[src/rtl/int_branch_result_queue.sv]
// Branch-result queue: compacts resolved integer branch lanes into a circular buffer for predictor update.
// Latency: push to popValid is one cycle; with RSD_BR_RESULT_QUEUE_BYPASS_EN an empty queue forwards the lowest lane in the same cycle.
// Backpressure: pushStall is raised from registered occupancy when free < INT_ISSUE_WIDTH; pop is a popValid/popReady handshake.
module int_branch_result_queue #(
    parameter int INT_ISSUE_WIDTH = 2,
    parameter int QUEUE_DEPTH     = 8,
    parameter int ADDR_WIDTH      = 32,
    parameter int GH_WIDTH        = 10
) (
    input  logic                                      clk,
    input  logic                                      rst_n,
    input  logic                                      flush,
    input  logic [INT_ISSUE_WIDTH-1:0]                pushValid,
    input  logic [INT_ISSUE_WIDTH-1:0][ADDR_WIDTH-1:0] pushPc,
    input  logic [INT_ISSUE_WIDTH-1:0][ADDR_WIDTH-1:0] pushNextAddr,
    input  logic [INT_ISSUE_WIDTH-1:0]                pushTaken,
    input  logic [INT_ISSUE_WIDTH-1:0]                pushIsCondBr,
    input  logic [INT_ISSUE_WIDTH-1:0]                pushMisPred,
    input  logic [INT_ISSUE_WIDTH-1:0][GH_WIDTH-1:0]  pushGlobalHistory,
    output logic                                      pushStall,
    output logic                                      popValid,
    input  logic                                      popReady,
    output logic [ADDR_WIDTH-1:0]                     popPc,
    output logic [ADDR_WIDTH-1:0]                     popNextAddr,
    output logic                                      popTaken,
    output logic                                      popIsCondBr,
    output logic                                      popMisPred,
    output logic [GH_WIDTH-1:0]                       popHistory,
    output logic [$clog2(QUEUE_DEPTH):0]              count,
    output logic [15:0]                               misPredCount,
    output logic                                      overflow
);

    localparam int PW = $clog2(QUEUE_DEPTH);
    localparam int CW = PW + 1;

    typedef struct packed {
        logic [ADDR_WIDTH-1:0] pc;
        logic [ADDR_WIDTH-1:0] next_addr;
        logic                  taken;
        logic                  cond;
        logic                  mis;
        logic [GH_WIDTH-1:0]   hist;
    } entry_t;

    entry_t                     r_mem [QUEUE_DEPTH];
    logic [PW-1:0]              r_head;
    logic [PW-1:0]              r_tail;
    logic [CW-1:0]              r_count;
    logic [15:0]                r_mis_cnt;
    logic                       r_overflow;

    entry_t                     w_lane [INT_ISSUE_WIDTH];
    entry_t                     w_head_ent;
    logic [INT_ISSUE_WIDTH-1:0] w_enq_mask;
    logic [PW-1:0]              w_slot [INT_ISSUE_WIDTH];
    logic [CW-1:0]              w_enq_num;
    logic [CW-1:0]              w_free;
    logic                       w_accept;
    logic                       w_pop_fire;
    logic                       w_deq_queue;

    // Build per-lane entries; conditional branches shift their resolved direction into the history.
    always_comb begin
        for (int i = 0; i < INT_ISSUE_WIDTH; i++) begin
            w_lane[i].pc        = pushPc[i];
            w_lane[i].next_addr = pushNextAddr[i];
            w_lane[i].taken     = pushTaken[i];
            w_lane[i].cond      = pushIsCondBr[i];
            w_lane[i].mis       = pushMisPred[i];
            w_lane[i].hist      = pushIsCondBr[i]
                                ? ((pushGlobalHistory[i] << 1) | GH_WIDTH'(pushTaken[i]))
                                : pushGlobalHistory[i];
        end
    end

`ifdef RSD_BR_RESULT_QUEUE_BYPASS_EN
    logic [INT_ISSUE_WIDTH-1:0] w_first_oh;
    logic                       w_byp_active;
    entry_t                     w_byp_ent;

    // Pick the lowest valid lane as the forwarding candidate while the queue is empty.
    always_comb begin
        w_first_oh   = pushValid & (~pushValid + INT_ISSUE_WIDTH'(1));
        w_byp_active = (r_count == '0) && !flush && (|pushValid);
        w_byp_ent    = '0;
        for (int i = 0; i < INT_ISSUE_WIDTH; i++) begin
            if (w_first_oh[i]) begin
                w_byp_ent = w_lane[i];
            end
        end
    end

    assign popValid    = (r_count != '0) || w_byp_active;
    assign w_head_ent  = w_byp_active ? w_byp_ent : r_mem[r_head];
    // A forwarded lane that is consumed this cycle never occupies a slot.
    assign w_enq_mask  = (w_byp_active && popReady) ? (pushValid & ~w_first_oh) : pushValid;
    assign w_deq_queue = popValid && popReady && !w_byp_active;
`else
    assign popValid    = (r_count != '0);
    assign w_head_ent  = r_mem[r_head];
    assign w_enq_mask  = pushValid;
    assign w_deq_queue = popValid && popReady;
`endif

    assign w_pop_fire = popValid && popReady;

    // Compact enqueued lanes into consecutive slots from tail and decide whether the group fits.
    always_comb begin
        w_enq_num = '0;
        for (int i = 0; i < INT_ISSUE_WIDTH; i++) begin
            w_slot[i] = r_tail + w_enq_num[PW-1:0];
            if (w_enq_mask[i]) begin
                w_enq_num = w_enq_num + CW'(1);
            end
        end
        // A same-cycle pop does not free its slot yet, so room is judged on registered occupancy.
        w_free   = CW'(QUEUE_DEPTH) - r_count;
        w_accept = (w_enq_num <= w_free);
    end

    // Pointer, occupancy and status update; flush empties the queue but keeps the statistics.
    always_ff @(posedge clk) begin
        if (!rst_n) begin
            r_head     <= '0;
            r_tail     <= '0;
            r_count    <= '0;
            r_mis_cnt  <= '0;
            r_overflow <= 1'b0;
        end else if (flush) begin
            r_head  <= '0;
            r_tail  <= '0;
            r_count <= '0;
        end else begin
            if (w_accept) begin
                r_tail <= r_tail + w_enq_num[PW-1:0];
            end else begin
                // Whole group is dropped; the loss is remembered until reset.
                r_overflow <= 1'b1;
            end
            if (w_deq_queue) begin
                r_head <= r_head + PW'(1);
            end
            r_count <= r_count + (w_accept ? w_enq_num : '0) - (w_deq_queue ? CW'(1) : '0);
            if (w_pop_fire && w_head_ent.mis && (r_mis_cnt != 16'hFFFF)) begin
                r_mis_cnt <= r_mis_cnt + 16'd1;
            end
        end
    end

    // Write accepted lanes into their compacted slots; storage contents are never cleared.
    always_ff @(posedge clk) begin
        if (rst_n && !flush && w_accept) begin
            for (int i = 0; i < INT_ISSUE_WIDTH; i++) begin
                if (w_enq_mask[i]) begin
                    r_mem[w_slot[i]] <= w_lane[i];
                end
            end
        end
    end

    assign pushStall    = (w_free < CW'(INT_ISSUE_WIDTH));
    assign popPc        = w_head_ent.pc;
    assign popNextAddr  = w_head_ent.next_addr;
    assign popTaken     = w_head_ent.taken;
    assign popIsCondBr  = w_head_ent.cond;
    assign popMisPred   = w_head_ent.mis;
    assign popHistory   = w_head_ent.hist;
    assign count        = r_count;
    assign misPredCount = r_mis_cnt;
    assign overflow     = r_overflow;

endmodule

[config.mk]
export PLATFORM = sky130hd
export DESIGN_NAME = int_branch_result_queue
export DESIGN_NICKNAME = d
export VERILOG_FILES = /design/src/rtl/int_branch_result_queue.sv
export SDC_FILE = /design/constraint.sdc
export NUM_CORES = 1
export LEC_CHECK = 0
export BUFFER_PORTS_ARGS = -buffer_cell sky130_fd_sc_hd__buf_2
export CELL_PAD_IN_SITES_DETAIL_PLACEMENT = 1
export CELL_PAD_IN_SITES_GLOBAL_PLACEMENT = 1
export CORE_ASPECT_RATIO = 1.5
export CORE_UTILIZATION = 30
export DETAILED_ROUTE_END_ITERATION = 10
export GPL_TIMING_DRIVEN = 0
export PLACE_DENSITY = 0.55
export REMOVE_ABC_BUFFERS = 1
export SLEW_MARGIN = 30
export SYNTH_ARGS = -nofsm -noshare
export SYNTH_HDL_FRONTEND = slang
export SYNTH_SLANG_ARGS = --single-unit
[constraint.sdc]
create_clock -name clk -period 9.16 [get_ports clk]
set_input_delay 1.832 -clock clk [delete_from_list [all_inputs] [get_ports clk]]
set_output_delay 1.832 -clock clk [all_outputs]
set_load 0.02 [all_outputs]
Word level (Yosys, flattened, before mapping)
Memories as Yosys holds them, arrays and structs flattened. A register that Yosys moved wholly into a read port is not among the register bits.
Index checks and enable logic that the tools add are counted.
{"block": "totals", "n_memories": 1, "ramBits": 616, "word_cells": 46, "regBits": 27}
{"memory": "r_mem", "depth": 8, "word_bits": 77, "rd": 1, "rd_ports_with_merged_regs": 1, "wr": 2, "line_no": "46", "text": "entry_t r_mem [QUEUE_DEPTH];"}
{"block": "op_classes", "n_mux": 14, "order_cmp": 2, "eq_ne": 1, "reduce_logical": 10, "n_bitwise": 5, "add_sub_neg": 8}
{"operator": "$mux W10", "n": 2}
{"operator": "$or A10 B1 Y10", "n": 2}
{"operator": "$add A16 B1 Y16 const B", "n": 1}
{"operator": "$ne A16 B16 Y1 const B", "n": 1}
{"operator": "$mux W1", "n": 8}
{"operator": "$mux W4", "n": 2}
{"operator": "$add A3 B3 Y3", "n": 2}
{"operator": "$mux W3", "n": 2}
{"operator": "$logic_and A1 B1 Y1", "n": 5}
{"operator": "$add A4 B1 Y4 const B", "n": 1}
{"operator": "$add A4 B4 Y4", "n": 1}
{"operator": "$le A4 B4 Y1", "n": 1}
{"operator": "$lt A4 B2 Y1 const B", "n": 1}
{"operator": "$reduce_and A2 Y1", "n": 2}
{"operator": "$reduce_bool A4 Y1", "n": 1}
{"operator": "$sub A4 B1 Y4", "n": 1}
{"operator": "$sub A4 B4 Y4 const A", "n": 1}
{"operator": "$add A3 B1 Y3 const B", "n": 1}
{"operator": "$not A1 Y1", "n": 3}
{"operator": "$reduce_or A2 Y1", "n": 1}
{"operator": "$logic_not A1 Y1", "n": 1}

Longest topological paths before layout
Gate-level depths: netlist of run 1.
{"block": "logic_depth", "word_depth": 7, "depth_mapped": 16}

Worst setup path before layout of run 1
Ideal clock, no wire load.
{"block": "synth_timing", "kind": "input-to-reg", "from": "input pushValid[0]", "to": "memory r_mem[4][0] (netlist name), enable pin", "slack_ps": -485, "arrival_time_ps": 9019, "setup_time_ps": 626, "required_time_ps": 8534, "cell_stages": 8, "cell_sequence": "ha_1 -> ha_1 -> nor2b_1 -> o21ai_2 -> or2_2 -> buf_2 -> nand2b_1 -> o31ai_1"}
{"element": "start, declared", "line_no": "13", "text": "input logic [INT_ISSUE_WIDTH-1:0] pushValid,"}
{"element": "end, declared", "line_no": "46"}

==> results of run 1 <==
metal layers:
layer	part of all wire (%)	routed length, um	GRT usage, %	up-vias
met3	4.2	4240	3.26	149
met1	41	41600	22.2	10200
met4	2.3	2300	6.08	8
met2	53	53400	33.3	439
met5	0.044	45	0	-
li1	-	-	-	8372
layout make-up:
cell class                 count  area, sq um
antenna                        4         10.0
clock buffer                  85         1940
clock inverter                47          512
fill                       10600        66500
inverter                      14         52.6
multi-input combinational   1117        12900
sequential                   646        19100
tap                         1415         1770
timing repair buffer         404         4420
power by group through the flow:
stage | Clock (uW) | Sequential [uW] | Combinational (uW)
2_1_floorplan | 0 | 3550 | 859
3_3_place_gp | 0 | 3630 | 1330
3_5_place_dp | 0 | 3480 | 1480
4_1_cts | 3160 | 3420 | 1490
5_1_grt | 3240 | 3420 | 1570
6_report | 3060 | 3410 | 1460
flip-flops by register name, summed over array words and instances (netlist names), named ones only:
register / count
r_tail: 3
r_mem: 616
r_head: 3
count: 4
misPredCount: 16
overflow: 1
how the worst min path moves through the flow:
stage,startpoint,end,slack [ps],depth (start not counted)
after CTS,overflow,overflow,490,1
final,overflow,overflow,490,1
after global placement,overflow,overflow,460,1
after floorplan,r_head[1],flop,450,2
after detailed placement,overflow,overflow,480,1
after global routing,r_head[1],flop,510,2
kinds of logic (layout without fill, tap and decap cells):
group           after synthesis  count (layout)  synth area share (%)
mux                         793             793                  33.4
simple gates                170             170                  2.42
flops                       646             646                  58.7
buf+inv                     142             550                  2.13
other cells                   0               4                     0
fa+ha+maj                    17              17                 0.700
compound gates              129             129                  2.37
xor+xnor                      8               8                 0.215
cell usage in the layout, fill, tap and decap left out, drive strengths merged, types with 2 or more instances in the layout:
cell	count
inv	18
clkinv	29
or3	5
nor2	97
o21a	2
nor3b	2
clkbuf	85
mux4	152
xnor2	3
o31ai	6
a31oi	2
nand3	3
o2111ai	2
o21ai	14
nand4	8
nor2b	7
nand2	25
dfxtp	30
o211ai	6
xor2	5
diode	4
a21oi	92
clkinvlp	4
nand4b	2
mux2	622
or4	4
edfxtp	616
and4	4
and3	2
ha	15
buf	404
fa	2
bufinv	10
nand2b	5
mux2i	19
through the flow:
step	std cells	total power, uW
2_1_floorplan	1777	4410
3_3_place_gp	3451	4960
3_5_place_dp	3596	4960
4_1_cts	3728	8070
5_1_grt	3732	8230
6_report	3732	7940
==> impl_metrics.ini, run 1 <==
[pwr]
leakage_uw = 0.0141
seqPwrFrac_pct = 43.0
clock_power_share_pct = 38.6
p_comb_share_pct = 18.4
vdd_drop_max_uv = 168
cell_internal_pwr_uw = 5830
switchingPower_uw = 2100
power.density_nw_per_um2 = 195
swShare_pct = 26.5

[clock_network]
cts_resized = 0
root_buffer = clkbuf_16
cts_made_buffers = 75
cts.clk_slew.worst_paths_ps = 60
cts_hold_buf = 0
cts_tree = built
h-tree-depth = 3
post_cts_buffers = 0
insertion_delay_ps = 660
cts_sinks = 646
max-clock-path-buffers = 3

[sta]
setup_violations = 0
finalWorstSetupSlack_ps = 4080
skew_ps = 18.4
finalCriticalPeriod_ps = 5080
tightest_slew_ps = 986
period_share_pct = 55.5
totalNegativeSetupSlack_ps = 0
relSlewSlack_pct = 32.4
hold_viol_final = 0
holdWs_ps = 486
rsz0062_at_grt = no
final_max_slew_viol_count = 0
max_freq_mhz = 197

[setup_path]
worst_path_max_delay_cell = dfxtp_4
crit_family = buffers and inverters
rr_startpoint = count[0]
r2r_cells = 13
cp_num_buf_inv = 4
crit_fanout = 24
crit_type = reg -> out
endpoint = popNextAddr[28]
rr_endpoint = r_mem[5][18]
r2r_setup_slack_ps = 4790
start_kind = flop
crit_arrival_ps = 3250
cp.depth = 6
crit_top_cell = buf_16
end_kind = output pin
cpPeakStageDelay_ps = 690
worstPathCellList = buf_16, buf_16, buf_16, mux4_2, mux2_2, buf_2
critical_path_required_ps = 7330

[global_routing]
grt.overflow.total = 0
track_usage_pct = 18.5
grt_max_degree = 35
grt_pass1_wl_um = 147000
antenna_found_initial = 18
grt_pass1_vias = 21200

[floorplanning]
die_x_um = 271
dieHeight_um = 405
top_level_ports = 260
start_util_pct = 30.3
fp.dieArea_sq_um = 110000
rows = 147
core-area_sq_um = 107000

[cells_and_area]
finalInstanceArea_sq_um = 40700
nets = 2435
area_delta_synth_final_pct = 25.2
drive_above_1_share_pct = 54.5
fin_util_pct = 38.0

[synth]
yosysTopAreaCellShare_pct = 56.9
synth_ff_type = edfxtp_1
ys_seq_elements = 646
yosys.cell_count.top_type = edfxtp_1
yosysUniqueCellTypes = 50
synth_edf_count = 616
synthCells = 1905
yosys_warnings = 0
synth_area_leader_cell = edfxtp_1
synth_area_per_cell_sq_um = 17.1
async_reset_ff_share_pct = 0
synthTopCellsByArea = edfxtp_1, mux2_2, mux4_2, mux2_4, dfxtp_1
synth.top_cells.by_count = edfxtp_1, mux2_2, mux4_2
yosysSeqAreaShare_pct = 58.7
synth_area_sq_um = 32500

[detailed_routing]
vias_per_cell = 5.14
wl_um = 102000
drc = 0
drtPass1Iterations = 4
initialDrtViolationCount = 1069
drtAntennaViolNets = 0
post_drt_wl_per_cell_um = 27.2
vias = 19200

[placement]
placed_area_sq_um = 38300
hpwl_um = 73100
place.port_buffers = 259
gp_congestion = 0.707
post-place-ws_ps = 3390

[run_status]
outcome = complete, no violations

[run]
cap_viol_max_count = 0

[worst_hold_path]
worstHoldPathType = reg -> reg
(Power assumes the default switching activity.)
==> run 2, diff against run 1 <==
==> constraint.sdc (replaced) <==
create_clock -name clk -period 4.2 [get_ports clk]
set_input_delay 0.84 -clock clk [delete_from_list [all_inputs] [get_ports clk]]
set_output_delay 0.84 -clock clk [all_outputs]
set_load 0.02 [all_outputs]
==> impl_metrics.ini, run 2 (synthesis gave the netlist of run 1 again) <==
[cells_and_area]
area_delta_synth_final_pct = 25.4
drive_above_1_share_pct = 54.6
instances_no_fill = 3738
fin_util_pct = 38.0
layout_commonest_cell = edfxtp_1
fillers = 10600
nets = 2441
mostFrequentLayoutCells = edfxtp_1, mux2_2, buf_2, mux4_2, nor2_1
largest_reg_flops = 616

[clock_network]
cts_sinks = 646
insertion_delay_ps = 660
cts_hold_buf = 0
max-clock-path-buffers = 3
cts_made_buffers = 75
cts.clk_slew.worst_paths_ps = 60
root_buffer = clkbuf_16
h-tree-depth = 3
cts_tree = built

[pwr]
switchingPower_uw = 4610
leakage_uw = 0.0142
vdd_drop_max_uv = 368
cell_internal_pwr_uw = 12800
power.density_nw_per_um2 = 426
clock_power_share_pct = 38.4
seqPwrFrac_pct = 42.8
p_comb_share_pct = 18.9
swShare_pct = 26.5

[setup_path]
critical_path_required_ps = 3360
crit_arrival_ps = 3100
start_kind = flop
end_kind = output pin
crit_fanout = 24
crit_type = reg -> out

[detailed_routing]
drtPass1Iterations = 4
initialDrtViolationCount = 1173
drc = 0
vias = 19200
vias_per_cell = 5.14
post_drt_wl_per_cell_um = 27.2
wl_um = 102000
drtAntennaViolNets = 0

[global_routing]
grt_max_degree = 35
track_usage_pct = 18.5
grt.overflow.total = 0
antenna_found_initial = 18
grt_pass1_wl_um = 148000
grt_pass1_vias = 21200

[floorplanning]
rows = 147
die_x_um = 271
fp.dieArea_sq_um = 110000
dieHeight_um = 405
start_util_pct = 30.3
top_level_ports = 260
core-area_sq_um = 107000

[sta]
final_max_slew_viol_count = 0
rsz0062_at_grt = no
skew_ps = 18.5
relSlewSlack_pct = 32.2
hold_viol_final = 0
max_freq_mhz = 254
tightest_slew_ps = 989
finalCriticalPeriod_ps = 3940
period_share_pct = 93.8
holdWs_ps = 485
setup_violations = 0
finalWorstSetupSlack_ps = 260

[placement]
post-place-ws_ps = -577
gp_congestion = 0.707
place.port_buffers = 259
dp_cells = 3596
hpwl_um = 73100

[run]
cap_viol_max_count = 0

[worst_hold_path]
worstHoldPathType = reg -> reg

[run_status]
outcome = complete, no violations
run 2: cell types whose count changed in the layout (fill, tap and decap cells not counted), sizes merged:
cell,previous run,this run
buf,404,410
run 2: final timing paths:
check                 from              end  slack (ps)  depth (start not counted)
setup reg to reg  count[0]     r_mem[4][61]         330                         11
setup / recovery      flop  popNextAddr[28]         260                          6
hold / removal    overflow         overflow         490                          1
hold reg to reg   overflow         overflow         490                          1
run 2: cell type report:
| type | instances | area [sq um] | area share [%] |
|---|---|---|---|
| sequential | 646 | 19100 | 46.8 |
| antenna | 4 | 10.0 | 0.0245 |
| timing repair buffer | 410 | 4480 | 11.0 |
| tap | 1415 | 1770 | 4.34 |
| multi-input combinational | 1117 | 12900 | 31.7 |
| clock inverter | 47 | 512 | 1.25 |
| inverter | 14 | 52.6 | 0.129 |
| clock buffer | 85 | 1940 | 4.75 |
run 2: routing by layer:
| metal | track usage, % | vias up | share of wire (%) |
|---|---|---|---|
| met5 | 0 | - | 0.048 |
| met4 | 6.08 | 8 | 2.3 |
| met3 | 3.26 | 156 | 4.5 |
| met2 | 33.3 | 468 | 53 |
| met1 | 22.2 | 10200 | 41 |
| li1 | - | 8403 | - |
run 2: what timing repair did:
item	CTS	global route
resized for setup	1	0
pin swaps	1	1
endpoints found under the setup margin	118	42
buffers inserted	1	5
run 2: critical path, stage by stage (launching register included):
cell	delay [ps]
dfxtp_4	570
buf_16	270
buf_16	260
buf_16	260
mux4_2	540
mux2_2	310
buf_2	170
run 2: power groups by stage:
| stage | clock [uW] | combinational, uW | sequential, uW |
|---|---|---|---|
| 2_1_floorplan | 0 | 1870 | 7740 |
| 3_3_place_gp | 0 | 2900 | 7910 |
| 3_5_place_dp | 0 | 3240 | 7590 |
| 4_1_cts | 6890 | 3290 | 7440 |
| 5_1_grt | 7070 | 3530 | 7460 |
| 6_report | 6670 | 3280 | 7440 |
run 2: stage by stage:
stage | cell area, sq um | power [uW] | TNS [ps]
floorplan | 31900 | 9610 | -4584350
global placement | 34900 | 10800 | -
detailed placement | 38300 | 10800 | -72890
CTS | 40700 | 17600 | 0
global route | 40800 | 18000 | 0
finish | 40800 | 17400 | 0
